### src/rtl/regfile_write_arbiter_if.sv
// regfile_write_arbiter_if
//
// Bundles the two writeback request channels, the register-file write port
// and the hazard/status outputs of regfile_write_arbiter.
//
//   req0_valid/addr/data, req0_ready : ALU / immediate writeback channel
//   req1_valid/addr/data, req1_ready : load / multi-cycle-unit writeback channel
//   wr_en, wr_addr, wr_data          : register-file write port (registered)
//   pending                          : registers with a write still in flight
//   conflict_cnt                     : saturating count of both-buffers-full cycles
//
// master : the writeback requesters (and whatever observes the write port)
// slave  : the arbiter itself
interface regfile_write_arbiter_if;
    logic        req0_valid;
    logic [4:0]  req0_addr;
    logic [31:0] req0_data;
    logic        req0_ready;

    logic        req1_valid;
    logic [4:0]  req1_addr;
    logic [31:0] req1_data;
    logic        req1_ready;

    logic        wr_en;
    logic [4:0]  wr_addr;
    logic [31:0] wr_data;

    logic [31:0] pending;
    logic [15:0] conflict_cnt;

    modport master (
        output req0_valid, req0_addr, req0_data,
        input  req0_ready,
        output req1_valid, req1_addr, req1_data,
        input  req1_ready,
        input  wr_en, wr_addr, wr_data,
        input  pending, conflict_cnt
    );

    modport slave (
        input  req0_valid, req0_addr, req0_data,
        output req0_ready,
        input  req1_valid, req1_addr, req1_data,
        output req1_ready,
        output wr_en, wr_addr, wr_data,
        output pending, conflict_cnt
    );
endinterface

### src/rtl/regfile_write_arbiter.sv
// regfile_write_arbiter
//
// Shares the register file's single write port between two writeback
// requesters. Each requester owns a one-entry holding buffer; an age-ordered
// arbiter with a round-robin tie-break picks one buffer per cycle and loads
// it into the registered write port. Because wr_* only change on the rising
// edge, a register file that writes on the falling edge sees stable values.
//
// Ports:
//   clock   : system clock, all state changes on the rising edge
//   reset_n : asynchronous active-low reset
//   bus     : regfile_write_arbiter_if.slave (request channels, write port,
//             pending bitmap, conflict counter)
module regfile_write_arbiter (
    input  logic                    clock,
    input  logic                    reset_n,
    regfile_write_arbiter_if.slave  bus
);

    // Holding buffers, one per requester.
    logic        hold0_valid, hold1_valid;
    logic [4:0]  hold0_addr, hold1_addr;
    logic [31:0] hold0_data, hold1_data;
    logic [3:0]  hold0_age, hold1_age;

    // Sequence stamp handed to every capture. A held entry is always granted
    // within two cycles, so two live stamps are never more than one apart and
    // a 4-bit wrapping counter compared by signed difference is plenty.
    logic [3:0]  seq;
    logic        rr_ptr;

    logic        grant0, grant1, tie;
    logic [3:0]  age_diff;
    logic        take0, take1;
    logic        ready0, ready1;

    logic        wr_en_q;
    logic [4:0]  wr_addr_q;
    logic [31:0] wr_data_q;
    logic [15:0] conflict_q;
    logic [31:0] pending_c;

    // Arbitration over the valid holds: a lone hold wins, otherwise the
    // older stamp wins, and equal stamps fall back to the round-robin pointer.
    always_comb begin
        grant0   = 1'b0;
        grant1   = 1'b0;
        tie      = 1'b0;
        age_diff = hold0_age - hold1_age;
        if (hold0_valid && hold1_valid) begin
            if (age_diff == 4'd0) begin
                tie = 1'b1;
                if (rr_ptr) begin
                    grant1 = 1'b1;
                end else begin
                    grant0 = 1'b1;
                end
            end else if (age_diff[3]) begin
                // Negative difference: hold0 was stamped first.
                grant0 = 1'b1;
            end else begin
                grant1 = 1'b1;
            end
        end else if (hold0_valid) begin
            grant0 = 1'b1;
        end else if (hold1_valid) begin
            grant1 = 1'b1;
        end
    end

    // A buffer can accept when empty or when it is being drained this cycle,
    // which lets an uncontended requester stream one write per cycle.
    assign ready0 = !hold0_valid || grant0;
    assign ready1 = !hold1_valid || grant1;
    assign take0  = bus.req0_valid && ready0;
    assign take1  = bus.req1_valid && ready1;

    // Holding buffer 0: a capture wins over the free so that a simultaneous
    // drain-and-refill keeps the new entry.
    always_ff @(posedge clock or negedge reset_n) begin
        if (!reset_n) begin
            hold0_valid <= 1'b0;
            hold0_addr  <= 5'd0;
            hold0_data  <= 32'd0;
            hold0_age   <= 4'd0;
        end else if (take0) begin
            hold0_valid <= 1'b1;
            hold0_addr  <= bus.req0_addr;
            hold0_data  <= bus.req0_data;
            hold0_age   <= seq;
        end else if (grant0) begin
            hold0_valid <= 1'b0;
        end
    end

    // Holding buffer 1, same behaviour as buffer 0.
    always_ff @(posedge clock or negedge reset_n) begin
        if (!reset_n) begin
            hold1_valid <= 1'b0;
            hold1_addr  <= 5'd0;
            hold1_data  <= 32'd0;
            hold1_age   <= 4'd0;
        end else if (take1) begin
            hold1_valid <= 1'b1;
            hold1_addr  <= bus.req1_addr;
            hold1_data  <= bus.req1_data;
            hold1_age   <= seq;
        end else if (grant1) begin
            hold1_valid <= 1'b0;
        end
    end

    // Stamp counter advances once per capturing edge, so two captures on the
    // same edge share a stamp and are treated as a tie. The round-robin
    // pointer only moves when it actually decided a tie.
    always_ff @(posedge clock or negedge reset_n) begin
        if (!reset_n) begin
            seq    <= 4'd0;
            rr_ptr <= 1'b0;
        end else begin
            if (take0 || take1) begin
                seq <= seq + 4'd1;
            end
            if (tie) begin
                rr_ptr <= ~rr_ptr;
            end
        end
    end

    // Registered write port. Writes to r0 still occupy their output slot but
    // keep wr_en low; with no grant the address and data simply hold.
    always_ff @(posedge clock or negedge reset_n) begin
        if (!reset_n) begin
            wr_en_q   <= 1'b0;
            wr_addr_q <= 5'd0;
            wr_data_q <= 32'd0;
        end else if (grant0) begin
            wr_en_q   <= (hold0_addr != 5'd0);
            wr_addr_q <= hold0_addr;
            wr_data_q <= hold0_data;
        end else if (grant1) begin
            wr_en_q   <= (hold1_addr != 5'd0);
            wr_addr_q <= hold1_addr;
            wr_data_q <= hold1_data;
        end else begin
            wr_en_q   <= 1'b0;
        end
    end

    // Count edges on which both buffers were occupied, sticking at all-ones.
    always_ff @(posedge clock or negedge reset_n) begin
        if (!reset_n) begin
            conflict_q <= 16'd0;
        end else if (hold0_valid && hold1_valid && (conflict_q != 16'hFFFF)) begin
            conflict_q <= conflict_q + 16'd1;
        end
    end

    // Pending bitmap: every register named by a live hold or by the write
    // currently presented. r0 is never reported since it is never written.
    always_comb begin
        pending_c = 32'd0;
        if (hold0_valid) begin
            pending_c[hold0_addr] = 1'b1;
        end
        if (hold1_valid) begin
            pending_c[hold1_addr] = 1'b1;
        end
        if (wr_en_q) begin
            pending_c[wr_addr_q] = 1'b1;
        end
        pending_c[0] = 1'b0;
    end

    assign bus.req0_ready   = ready0;
    assign bus.req1_ready   = ready1;
    assign bus.wr_en        = wr_en_q;
    assign bus.wr_addr      = wr_addr_q;
    assign bus.wr_data      = wr_data_q;
    assign bus.pending      = pending_c;
    assign bus.conflict_cnt = conflict_q;

endmodule

### src/flat_wrapper.sv
// flat-port wrapper written by rule: the top's interface ports become plain ports
module regfile_write_arbiter_flat 
  (clock, reset_n, bus_req0_valid, bus_req0_addr, bus_req0_data, bus_req0_ready, bus_req1_valid, bus_req1_addr, bus_req1_data, bus_req1_ready, bus_wr_en, bus_wr_addr, bus_wr_data, bus_pending, bus_conflict_cnt);
  regfile_write_arbiter_if bus_i ();
  input  logic clock;
  input  logic reset_n;
  input wire logic [$bits(bus_i.req0_valid)-1:0] bus_req0_valid;
  input wire logic [$bits(bus_i.req0_addr)-1:0] bus_req0_addr;
  input wire logic [$bits(bus_i.req0_data)-1:0] bus_req0_data;
  output wire logic [$bits(bus_i.req0_ready)-1:0] bus_req0_ready;
  input wire logic [$bits(bus_i.req1_valid)-1:0] bus_req1_valid;
  input wire logic [$bits(bus_i.req1_addr)-1:0] bus_req1_addr;
  input wire logic [$bits(bus_i.req1_data)-1:0] bus_req1_data;
  output wire logic [$bits(bus_i.req1_ready)-1:0] bus_req1_ready;
  output wire logic [$bits(bus_i.wr_en)-1:0] bus_wr_en;
  output wire logic [$bits(bus_i.wr_addr)-1:0] bus_wr_addr;
  output wire logic [$bits(bus_i.wr_data)-1:0] bus_wr_data;
  output wire logic [$bits(bus_i.pending)-1:0] bus_pending;
  output wire logic [$bits(bus_i.conflict_cnt)-1:0] bus_conflict_cnt;
  assign bus_i.req0_valid = bus_req0_valid;
  assign bus_i.req0_addr = bus_req0_addr;
  assign bus_i.req0_data = bus_req0_data;
  assign bus_req0_ready = bus_i.req0_ready;
  assign bus_i.req1_valid = bus_req1_valid;
  assign bus_i.req1_addr = bus_req1_addr;
  assign bus_i.req1_data = bus_req1_data;
  assign bus_req1_ready = bus_i.req1_ready;
  assign bus_wr_en = bus_i.wr_en;
  assign bus_wr_addr = bus_i.wr_addr;
  assign bus_wr_data = bus_i.wr_data;
  assign bus_pending = bus_i.pending;
  assign bus_conflict_cnt = bus_i.conflict_cnt;
  regfile_write_arbiter u_core (.clock(clock), .reset_n(reset_n), .bus(bus_i));
endmodule
### config.mk
export PLATFORM = sky130hd
export DESIGN_NAME = regfile_write_arbiter_flat
export DESIGN_NICKNAME = d
export VERILOG_FILES = /design/src/rtl/regfile_write_arbiter_if.sv /design/src/rtl/regfile_write_arbiter.sv /design/src/flat_wrapper.sv
export SDC_FILE = /design/constraint.sdc
export NUM_CORES = 1
export LEC_CHECK = 0
export ABC_AREA = 1
export CELL_PAD_IN_SITES_DETAIL_PLACEMENT = 1
export CELL_PAD_IN_SITES_GLOBAL_PLACEMENT = 1
export CORE_ASPECT_RATIO = 0.8
export CORE_MARGIN = 1.5
export CORE_UTILIZATION = 40
export CTS_CLUSTER_DIAMETER = 200
export DETAILED_ROUTE_END_ITERATION = 10
export HOLD_SLACK_MARGIN = 0.1
export PLACE_DENSITY_LB_ADDON = 0.1
export SKIP_LAST_GASP = 1
export SLEW_MARGIN = 10
export SYNTH_ARGS = -nofsm -noshare
export SYNTH_HDL_FRONTEND = slang
export SYNTH_SLANG_ARGS = --single-unit
### constraint.sdc
create_clock -name clock -period 5.15 [get_ports clock]
set_clock_uncertainty 0.1 [all_clocks]
set_input_delay 1.03 -clock clock [delete_from_list [all_inputs] [get_ports clock]]
set_output_delay 1.03 -clock clock [all_outputs]
set_load 0.01 [all_outputs]
==> results of run 1 <==
registers in the layout, indices dropped and copies added, names as in the netlist:
register and count:
u_core.bus.conflict_cnt 16, u_core.bus.wr_addr 5, u_core.bus.wr_data 32, u_core.bus.wr_en 1, u_core.hold0_addr 5, u_core.hold0_age 4
u_core.hold0_data 32, u_core.hold0_valid 1, u_core.hold1_addr 5, u_core.hold1_age 4, u_core.hold1_data 32, u_core.hold1_valid 1
u_core.rr_ptr 1, u_core.seq 4
per-layer routing:
metal,up-vias,global-route usage,wire length (µm)
met1,3459,0.363,11300
met3,27,0.0397,1160
li1,3368,-,-
met2,227,0.403,10700
met4,0,0.0728,389
met5,-,0,0
power by group through the flow:
stage                     sequential [mW]  clock, mW  combinational, mW
after global placement               2.07          0               2.76
after floorplan                      1.98          0               1.90
after detailed placement             2.09          0               2.87
after CTS                            2.09       1.23               2.90
final                                2.09       1.21               2.86
after global routing                 2.16       1.28               3.21
per-stage QoR:
| step | util | hold WS (ns) | total power, mW | instances |
|---|---|---|---|---|
| after CTS | 0.532 | 0.374 | 6.22 | 1344 |
| after floorplan | - | 0.342 | 3.88 | 961 |
| after global routing | 0.532 | 0.386 | 6.64 | 1344 |
| final | 0.532 | 0.369 | 6.16 | 1344 |
| after global placement | 0.501 | 0.354 | 4.83 | 1312 |
| after detailed placement | 0.501 | 0.359 | 4.96 | 1312 |
worst max path at each step:
| stage | start | to | slack (ns) | depth (start not counted) |
|---|---|---|---|---|
| 2_1_floorplan | u_core.hold1_age[2] | bus_req1_ready | 2.58 | 9 |
| 3_3_place_gp | u_core.hold1_valid | bus_pending[31] | 1.79 | 5 |
| 3_5_place_dp | u_core.hold1_valid | bus_pending[31] | 1.75 | 5 |
| 4_1_cts | u_core.hold1_valid | bus_pending[31] | 1.27 | 5 |
| 5_1_grt | u_core.hold1_valid | bus_pending[16] | 1.11 | 5 |
| 6_report | u_core.hold1_valid | bus_pending[31] | 1.29 | 5 |
final cells by class:
cell class	count	area (µm²)	share of cell area
sequential	143	3580	0.370
multi-input combinational	675	3200	0.331
inverter	94	353	0.0365
clock inverter	12	136	0.0141
clock buffer	20	437	0.0452
tap	230	288	0.0298
timing repair buffer	170	1680	0.174
cell families (layout without fill, tap and decap cells):
| kind of cell | count (synthesis) | count (layout) | synth area share |
|---|---|---|---|
| AND/OR/NAND/NOR | 615 | 615 | 0.365 |
| adder cells (fa/ha/maj) | 5 | 5 | 0.00843 |
| other | 1 | 1 | 0.000505 |
| XOR/XNOR | 14 | 14 | 0.0165 |
| buffers and inverters | 143 | 296 | 0.0883 |
| flip-flops | 143 | 143 | 0.482 |
| AO/OA/AOI/OAI | 40 | 40 | 0.0396 |
synth_stat cells (4+ instances only):
master	count
o221ai_1	24
ha_1	5
o21ai_0	8
buf_6	4
dfrtp_1	143
nand2_1	369
xor2_1	10
nand3_1	170
o21ai_1	7
nand2_2	4
clkbuf_1	14
nor2_1	17
nand2_4	5
nand3_2	6
buf_4	11
inv_1	92
buf_2	16
xnor2_1	4
nor3_1	32
critical path, delay by kind of cell, from the launching register on:
kind	cells	cell delay (ns)
DFF	1	0.92
buffers and inverters	2	0.70
and+or+nand+nor	2	0.35
AOI/OAI and AO/OA	1	0.31
==> flow_summary.json, run 1 <==
{
  "final_antenna_net_count": 0,
  "start_util": 0.409,
  "pwr-share-seq": 0.339,
  "numCtsBuffers": 17,
  "crit_path_start_kind": "register",
  "final.period_utilization": 0.749,
  "rows": 44,
  "p_leak_nw": 4.71,
  "pre_cts_ws_ns": 1.75,
  "antenna_found_initial": 0,
  "timing.final.ws_setup_ns": 1.29,
  "final_common_cell": "nand2_1",
  "crit_arrival_ns": 2.73,
  "port_buffers": 164,
  "cts.sinks": 143,
  "cap_violations": 0,
  "cp_slowest_stage_delay_ns": 0.92,
  "syn-cell-area_um2": 7420,
  "yosys_register_bits": 143,
  "p_per_area_nw_per_um2": 638,
  "reg2reg_depth": 8,
  "die_h_um": 125,
  "cts_resized": 0,
  "tns_ns": 0,
  "stdcell_area_um2": 9670,
  "p_sw_mw": 2.76,
  "wl_per_cell_um": 17.5,
  "grt_pass1_vias": 7144,
  "syn_avg_cell_area_um2": 7.73,
  "synth_edf_count": 0,
  "drt-total-wl_um": 23600,
  "netlist_instances": 961,
  "hp-class": "reg -> reg",
  "worstSetupPathType": "reg -> out",
  "grt_usage": 0.255,
  "yosys-top-cells-area": "dfrtp_1 (48%), nand2_1 (19%), nand3_1 (11%)",
  "tightestPinTransition_ns": 1.03,
  "end_kind": "primary output",
  "cp.required_ns": 4.02,
  "p_int_mw": 3.41,
  "rsz0062_at_grt": "false",
  "nNetsFinal": 1184,
  "ctsHoldBuffers": 0,
  "crit_chain": "nand2_1 > inv_1 > nand2_1 > o221ai_1 > clkdlybuf4s50_1",
  "insertedDiodeCount": 0,
  "outcome": "complete, no violations",
  "hold_path_end": "u_core.hold1_data[16]",
  "cts_buffer_depth": 2,
  "placed_cell_area_um2": 9090,
  "maxSlewViolCount": 0,
  "r2r_setup_slack_ns": 1.91,
  "grt_max_degree": 57,
  "synth_cell_types": 35,
  "finalSetupViolCount": 0,
  "grt_pass1_wl_um": 38800,
  "ys.flop_type": "dfrtp_1",
  "worstSkewPairLatency_ns": 0.43,
  "pwr-share-comb": 0.464,
  "layout_common_cells": "nand2_1 (369), nand3_1 (170), clkdlybuf4s50_1 (161), dfrtp_1 (141), inv_1 (92)",
  "async_reset_ff_frac": 1.00,
  "via_count": 7081,
  "yosysTopAreaCellShare": 0.482,
  "synth_top_area_cell": "dfrtp_1",
  "core-area_um2": 18200,
  "fmax_mhz": 259,
  "hp-start": "u_core.hold1_data[16]",
  "syn_nets": 1044,
  "place_hpwl_um": 16000,
  "vias_per_cell": 5.27,
  "pin_count": 166,
  "path_common_cell": "nand2_1",
  "die_width_um": 155,
  "reg2reg_from": "u_core.hold1_valid",
  "r2r_end": "u_core.seq[2]",
  "hold_viol_final": 0,
  "place_congestion": 0.879,
  "cts_htree_levels": 4,
  "grt_overflow": 0,
  "relSlewSlack": 0.311,
  "dr.pass1.iters": 5,
  "syn_to_final_growth_pct": 30.2,
  "slowest_stage": "dfrtp_2",
  "min_delay_path_depth": 2,
  "layout-drive-gt1-share": 0.0566,
  "crit_fanout": 41,
  "synth-seq-area-share": 0.482,
  "clkTransAtPathRegs_ns": 0.06,
  "fin_crit_ns": 3.86,
  "drc": 0,
  "nFillCells": 2238,
  "cts_tree": "built",
  "swShare": 0.447,
  "yosysWarnings": 0,
  "ir_drop_v": 0.000264,
  "drtIter0Drc": 403,
  "cts-root-buf": "clkbuf_16",
  "p_clk_frac": 0.197,
  "die_area_um2": 19400,
  "cts_setup_buffers": 0
}
Note: power is estimated with default switching activity, not from simulation.
==> run 2: changes to the inputs <==
--- a/config.mk
+++ b/config.mk
@@ -10,7 +10,7 @@
 export CELL_PAD_IN_SITES_GLOBAL_PLACEMENT = 1
 export CORE_ASPECT_RATIO = 0.8
 export CORE_MARGIN = 1.5
-export CORE_UTILIZATION = 40
+export CORE_UTILIZATION = 37
 export CTS_CLUSTER_DIAMETER = 200
 export DETAILED_ROUTE_END_ITERATION = 10
 export HOLD_SLACK_MARGIN = 0.1
==> constraint.sdc (replaced) <==
create_clock -name clock -period 3.8 [get_ports clock]
set_clock_uncertainty 0.1 [all_clocks]
set_input_delay 0.76 -clock clock [delete_from_list [all_inputs] [get_ports clock]]
set_output_delay 0.76 -clock clock [all_outputs]
set_load 0.01 [all_outputs]
==> run 2 against run 1 <==
Effect of this change: non-clock buffer count increased by 9; worst hold slack got worse by 0.13 ns; critical path depth increased by 3; critical endpoint is now bus_req0_ready; largest cell class unchanged; critical path type unchanged; cell area increased by 1.8%; global-route usage decreased by 1.4 points; wire length increased by 2.2%; combinational power increased by 37%; worst setup slack got worse by 0.88 ns.
==> flow_summary.json, run 2 (synthesis gave the netlist of run 1 again) <==
{
  "cts_tree": "built",
  "multi_input_area_um2": 3200,
  "die_width_um": 161,
  "placed_cell_area_um2": 9210,
  "core-area_um2": 19700,
  "layout_common_cells": "nand2_1 (369), nand3_1 (170), clkdlybuf4s50_1 (161), dfrtp_1 (141), inv_1 (92)",
  "ctsHoldBuffers": 0,
  "insertedDiodeCount": 0,
  "nNetsFinal": 1193,
  "regArea_um2": 3580,
  "hp-class": "in -> async",
  "place_hpwl_um": 16100,
  "dr.pass1.iters": 5,
  "drt-total-wl_um": 24100,
  "numCtsBuffers": 17,
  "outcome": "complete, no violations",
  "stdcell_area_um2": 9840,
  "layout-drive-gt1-share": 0.0650,
  "nFillCells": 2400,
  "p_per_area_nw_per_um2": 866,
  "drc": 0,
  "worstSkewPairLatency_ns": 0.42,
  "relSlewSlack": 0.260,
  "p_leak_nw": 4.78,
  "grt_usage": 0.242,
  "grt_overflow": 0,
  "antenna_found_initial": 1,
  "cts_buffer_depth": 2,
  "hold_viol_final": 0,
  "final.period_utilization": 0.891,
  "end_kind": "primary output",
  "final_antenna_net_count": 0,
  "wl_per_cell_um": 17.3,
  "drtIter0Drc": 454,
  "grt_pass1_vias": 7246,
  "grt_max_degree": 94,
  "fin_crit_ns": 3.39,
  "place_congestion": 0.912,
  "die_area_um2": 20900,
  "pin_count": 166,
  "cp.required_ns": 2.94,
  "utilization": 0.499,
  "start_util": 0.376,
  "via_count": 7043,
  "clkTransAtPathRegs_ns": 0.06,
  "syn_to_final_growth_pct": 32.6,
  "port_buffers": 164,
  "cts_setup_buffers": 0,
  "rows": 46,
  "ir_drop_v": 0.000459,
  "cts_resized": 0,
  "instances_no_fill": 1387,
  "crit_fanout": 16,
  "cts.sinks": 143,
  "tns_ns": 0,
  "grt_pass1_wl_um": 39400,
  "final_common_cell": "nand2_1",
  "vias_per_cell": 5.08,
  "rsz0062_at_grt": "false",
  "die_h_um": 130,
  "tightestPinTransition_ns": 1.11,
  "crit_arrival_ns": 2.53,
  "cap_violations": 0,
  "cts-root-buf": "clkbuf_16",
  "maxSlewViolCount": 0,
  "fmax_mhz": 295,
  "worstSetupPathType": "reg -> out",
  "cts_htree_levels": 4,
  "placedCellCount": 1355,
  "power_mw": 8.52,
  "crit_path_start_kind": "register",
  "finalSetupViolCount": 0
}
## run 2: changes by cell type in the layout (fill, tap and decap cells not counted)
| cell | before | now |
|---|---|---|
| clkbuf_1 | 3 | 2 |
| buf_4 | 6 | 15 |
| clkbuf_8 | 0 | 2 |
| inv_8 | 1 | 0 |
| inv_6 | 1 | 2 |
| bufinv_16 | 2 | 4 |
| clkinv_2 | 3 | 0 |
## run 2: metrics by stage
| stage | hold slack, ns | setup WS [ns] |
|---|---|---|
| final | 0.241 | 0.414 |
| after global routing | 0.336 | 0.243 |
| after CTS | 0.335 | 0.371 |
| after detailed placement | 0.358 | 0.836 |
| after global placement | 0.354 | 0.852 |
| after floorplan | 0.342 | 1.50 |
## run 2: path summary, 6_finish.rpt
kind	depth (start not counted)	startpoint	slack, ns	endpoint
max	8	u_core.hold1_age[2]	0.41	bus_req0_ready
min	1	reset_n	0.24	u_core.bus.conflict_cnt[5]
max reg2reg	13	u_core.hold1_age[2]	0.91	u_core.seq[1]
min reg2reg	2	u_core.hold1_data[4]	0.37	u_core.hold1_data[4]
max in group asynchronous	2	reset_n	2.34	u_core.hold1_valid
min in group clock	2	u_core.hold1_data[4]	0.37	u_core.hold1_data[4]
## run 2: where the power goes
| part | total, mW | switching [mW] | internal (mW) | leakage [nW] |
|---|---|---|---|---|
| clock | 1.82 | 0.681 | 1.14 | 0.304 |
| sequential | 2.77 | 0.566 | 2.21 | 1.78 |
| combinational | 3.93 | 2.46 | 1.47 | 2.70 |
## run 2: routing by layer
layer	vias up	part of all wire	global-route usage	wire length, µm
met5	-	0.00058	0	14
met4	2	0.0098	0.0556	235
met3	19	0.052	0.0483	1250
met2	207	0.45	0.383	10800
met1	3437	0.49	0.343	11800
li1	3378	-	-	-
## run 2: area by class of cell
type | instances | area share
flip-flops and latches | 143 | 0.364
clock inverters | 11 | 0.0182
inverters | 94 | 0.0358
clock buffers | 21 | 0.0468
multi-input cells | 675 | 0.325
well taps | 264 | 0.0336
repair buffers | 179 | 0.177
## run 2: worst max-delay path: stages (launching register included)
cell,delay (ns)
dfrtp_1,0.35
inv_1,0.05
ha_1,0.31
or2_1,0.24
nand2_1,0.08
nand2_2,0.06
nand2_4,0.09
nand3_2,0.33
clkdlybuf4s50_1,0.60
==> run 3: changes to the inputs <==
--- a/config.mk
+++ b/config.mk
@@ -13,6 +13,7 @@
 export CORE_UTILIZATION = 37
 export CTS_CLUSTER_DIAMETER = 200
 export DETAILED_ROUTE_END_ITERATION = 10
+export GPL_TIMING_DRIVEN = 0
 export HOLD_SLACK_MARGIN = 0.1
 export PLACE_DENSITY_LB_ADDON = 0.1
 export SKIP_LAST_GASP = 1
==> run 3 against run 2 <==
Effect of this change: sequential cell count stayed put; via count hardly changed; non-clock buffer count is 35 higher; utilization is 0.78 points higher; maximum frequency is 4.9% lower; wire length is 1.6% lower; combinational power is 7.9% higher; worst hold slack worse by 0.046 ns; global-route usage is 0.49 points lower; cell area is 1.6% higher; worst setup slack worse by 0.17 ns.
==> flow_summary.json, run 3 (synthesis gave the netlist of run 1 again) <==
{
  "nNetsFinal": 1228,
  "crit_arrival_ns": 2.70,
  "start_util": 0.376,
  "met1_usage": 0.339,
  "drtIter0Drc": 395,
  "met2_usage": 0.369,
  "cts_setup_buffers": 0,
  "final_common_cell": "nand2_1",
  "instances_no_fill": 1421,
  "crit_fanout": 8,
  "fmax_mhz": 281,
  "p_leak_nw": 4.86,
  "worstSkewPairLatency_ns": 0.43,
  "p_int_mw": 4.81,
  "swShare": 0.442,
  "cts_resized": 0,
  "outcome": "complete, no violations",
  "hp-class": "in -> async",
  "met3_usage": 0.0435,
  "maxSlewViolCount": 0,
  "insertedDiodeCount": 0,
  "layout-drive-gt1-share": 0.0769,
  "die_area_um2": 20900,
  "layout_common_cells": "nand2_1 (369), nand3_1 (170), clkdlybuf4s50_1 (163), dfrtp_1 (143), inv_1 (92)",
  "ctsHoldBuffers": 0,
  "holdWs_ns": 0.195,
  "place_hpwl_um": 17500,
  "vias_per_cell": 4.96,
  "clkTransAtPathRegs_ns": 0.07,
  "tns_ns": 0,
  "relSlewSlack": 0.293,
  "grt_busiest_layer": "met2",
  "end_kind": "primary output",
  "grt_max_degree": 76,
  "cap_violations": 0,
  "pin_count": 166,
  "port_buffers": 164,
  "p_per_area_nw_per_um2": 863,
  "placedCellCount": 1390,
  "numCtsBuffers": 17,
  "grt_usage": 0.237,
  "tightestPinTransition_ns": 1.05,
  "place_congestion": 0.887,
  "pwr-share-seq": 0.317,
  "die_h_um": 130,
  "cts_buffer_depth": 2,
  "final.period_utilization": 0.937,
  "rows": 46,
  "drt-total-wl_um": 23700,
  "crit_path_start_kind": "register",
  "core-area_um2": 19700,
  "grt_pass1_wl_um": 38300,
  "power_mw": 8.63,
  "p_sw_mw": 3.81,
  "wl_per_cell_um": 16.7,
  "cp.required_ns": 2.94,
  "hold_viol_final": 0,
  "pwr-share-comb": 0.491,
  "cts.sinks": 143,
  "worstSetupPathType": "reg -> out",
  "cts_htree_levels": 4,
  "drc": 0,
  "pre_cts_ws_ns": 0.731,
  "fin_crit_ns": 3.56,
  "rsz0062_at_grt": "false",
  "grt_pass1_vias": 7182,
  "via_count": 7042,
  "finalSetupViolCount": 0,
  "syn_to_final_growth_pct": 34.7,
  "antenna_found_initial": 0,
  "ir_drop_v": 0.000311,
  "dr.pass1.iters": 7,
  "cts-root-buf": "clkbuf_16",
  "die_width_um": 161,
  "p_clk_frac": 0.192,
  "grt_overflow": 0,
  "final_antenna_net_count": 0,
  "timing.final.ws_setup_ns": 0.240,
  "cts_tree": "built"
}
[run 3: stage by stage]
step | area, µm² | util
CTS | 10000 | 0.506
global placement | 9400 | 0.476
global route | 10000 | 0.506
finish | 10000 | 0.506
detailed placement | 9430 | 0.478
floorplan | 7420 | -
[run 3: area by class of cell]
class                      count  area [µm²]
fill                        2445        9740
sequential                   143        3580
multi-input combinational    675        3190
timing repair buffer         165        1670
clock buffer                  18         439
inverter                      94         353
tap                          264         330
buffer                        49         303
clock inverter                13         130
[run 3: per-layer routing]
metal  share of wire  up-vias
met5               0        -
met4           0.011        0
met3           0.040       19
met2            0.45      171
met1            0.50     3393
li1                -     3459
[run 3: path summary, 6_finish.rpt]
check	from	endpoint	slack [ns]	cells past startpoint
worst max-delay path	u_core.hold0_valid	bus_pending[30]	0.24	6
worst min-delay path	reset_n	u_core.bus.conflict_cnt[4]	0.20	1
worst max register to register	u_core.hold1_age[2]	u_core.hold0_age[1]	1.65	10
max in group asynchronous	reset_n	u_core.bus.wr_addr[0]	2.61	2
worst min register to register	u_core.hold0_data[21]	u_core.hold0_data[21]	0.37	2
min in group clock	u_core.hold0_data[21]	u_core.hold0_data[21]	0.37	2
[run 3: power groups by stage]
stage	registers [mW]	logic (mW)	clock network (mW)
after floorplan	2.68	2.58	0
after global placement	2.73	4.16	0
final	2.74	4.24	1.65
after global routing	2.82	4.75	1.75
after CTS	2.73	4.30	1.68
after detailed placement	2.74	4.28	0
[run 3: worst max-delay path, stage by stage (launching register included)]
cell	delay, ns
dfrtp_1	0.32
buf_4	0.18
inv_1	0.09
nor3_1	0.81
nand2_1	0.12
o221ai_1	0.15
clkdlybuf4s50_1	0.60
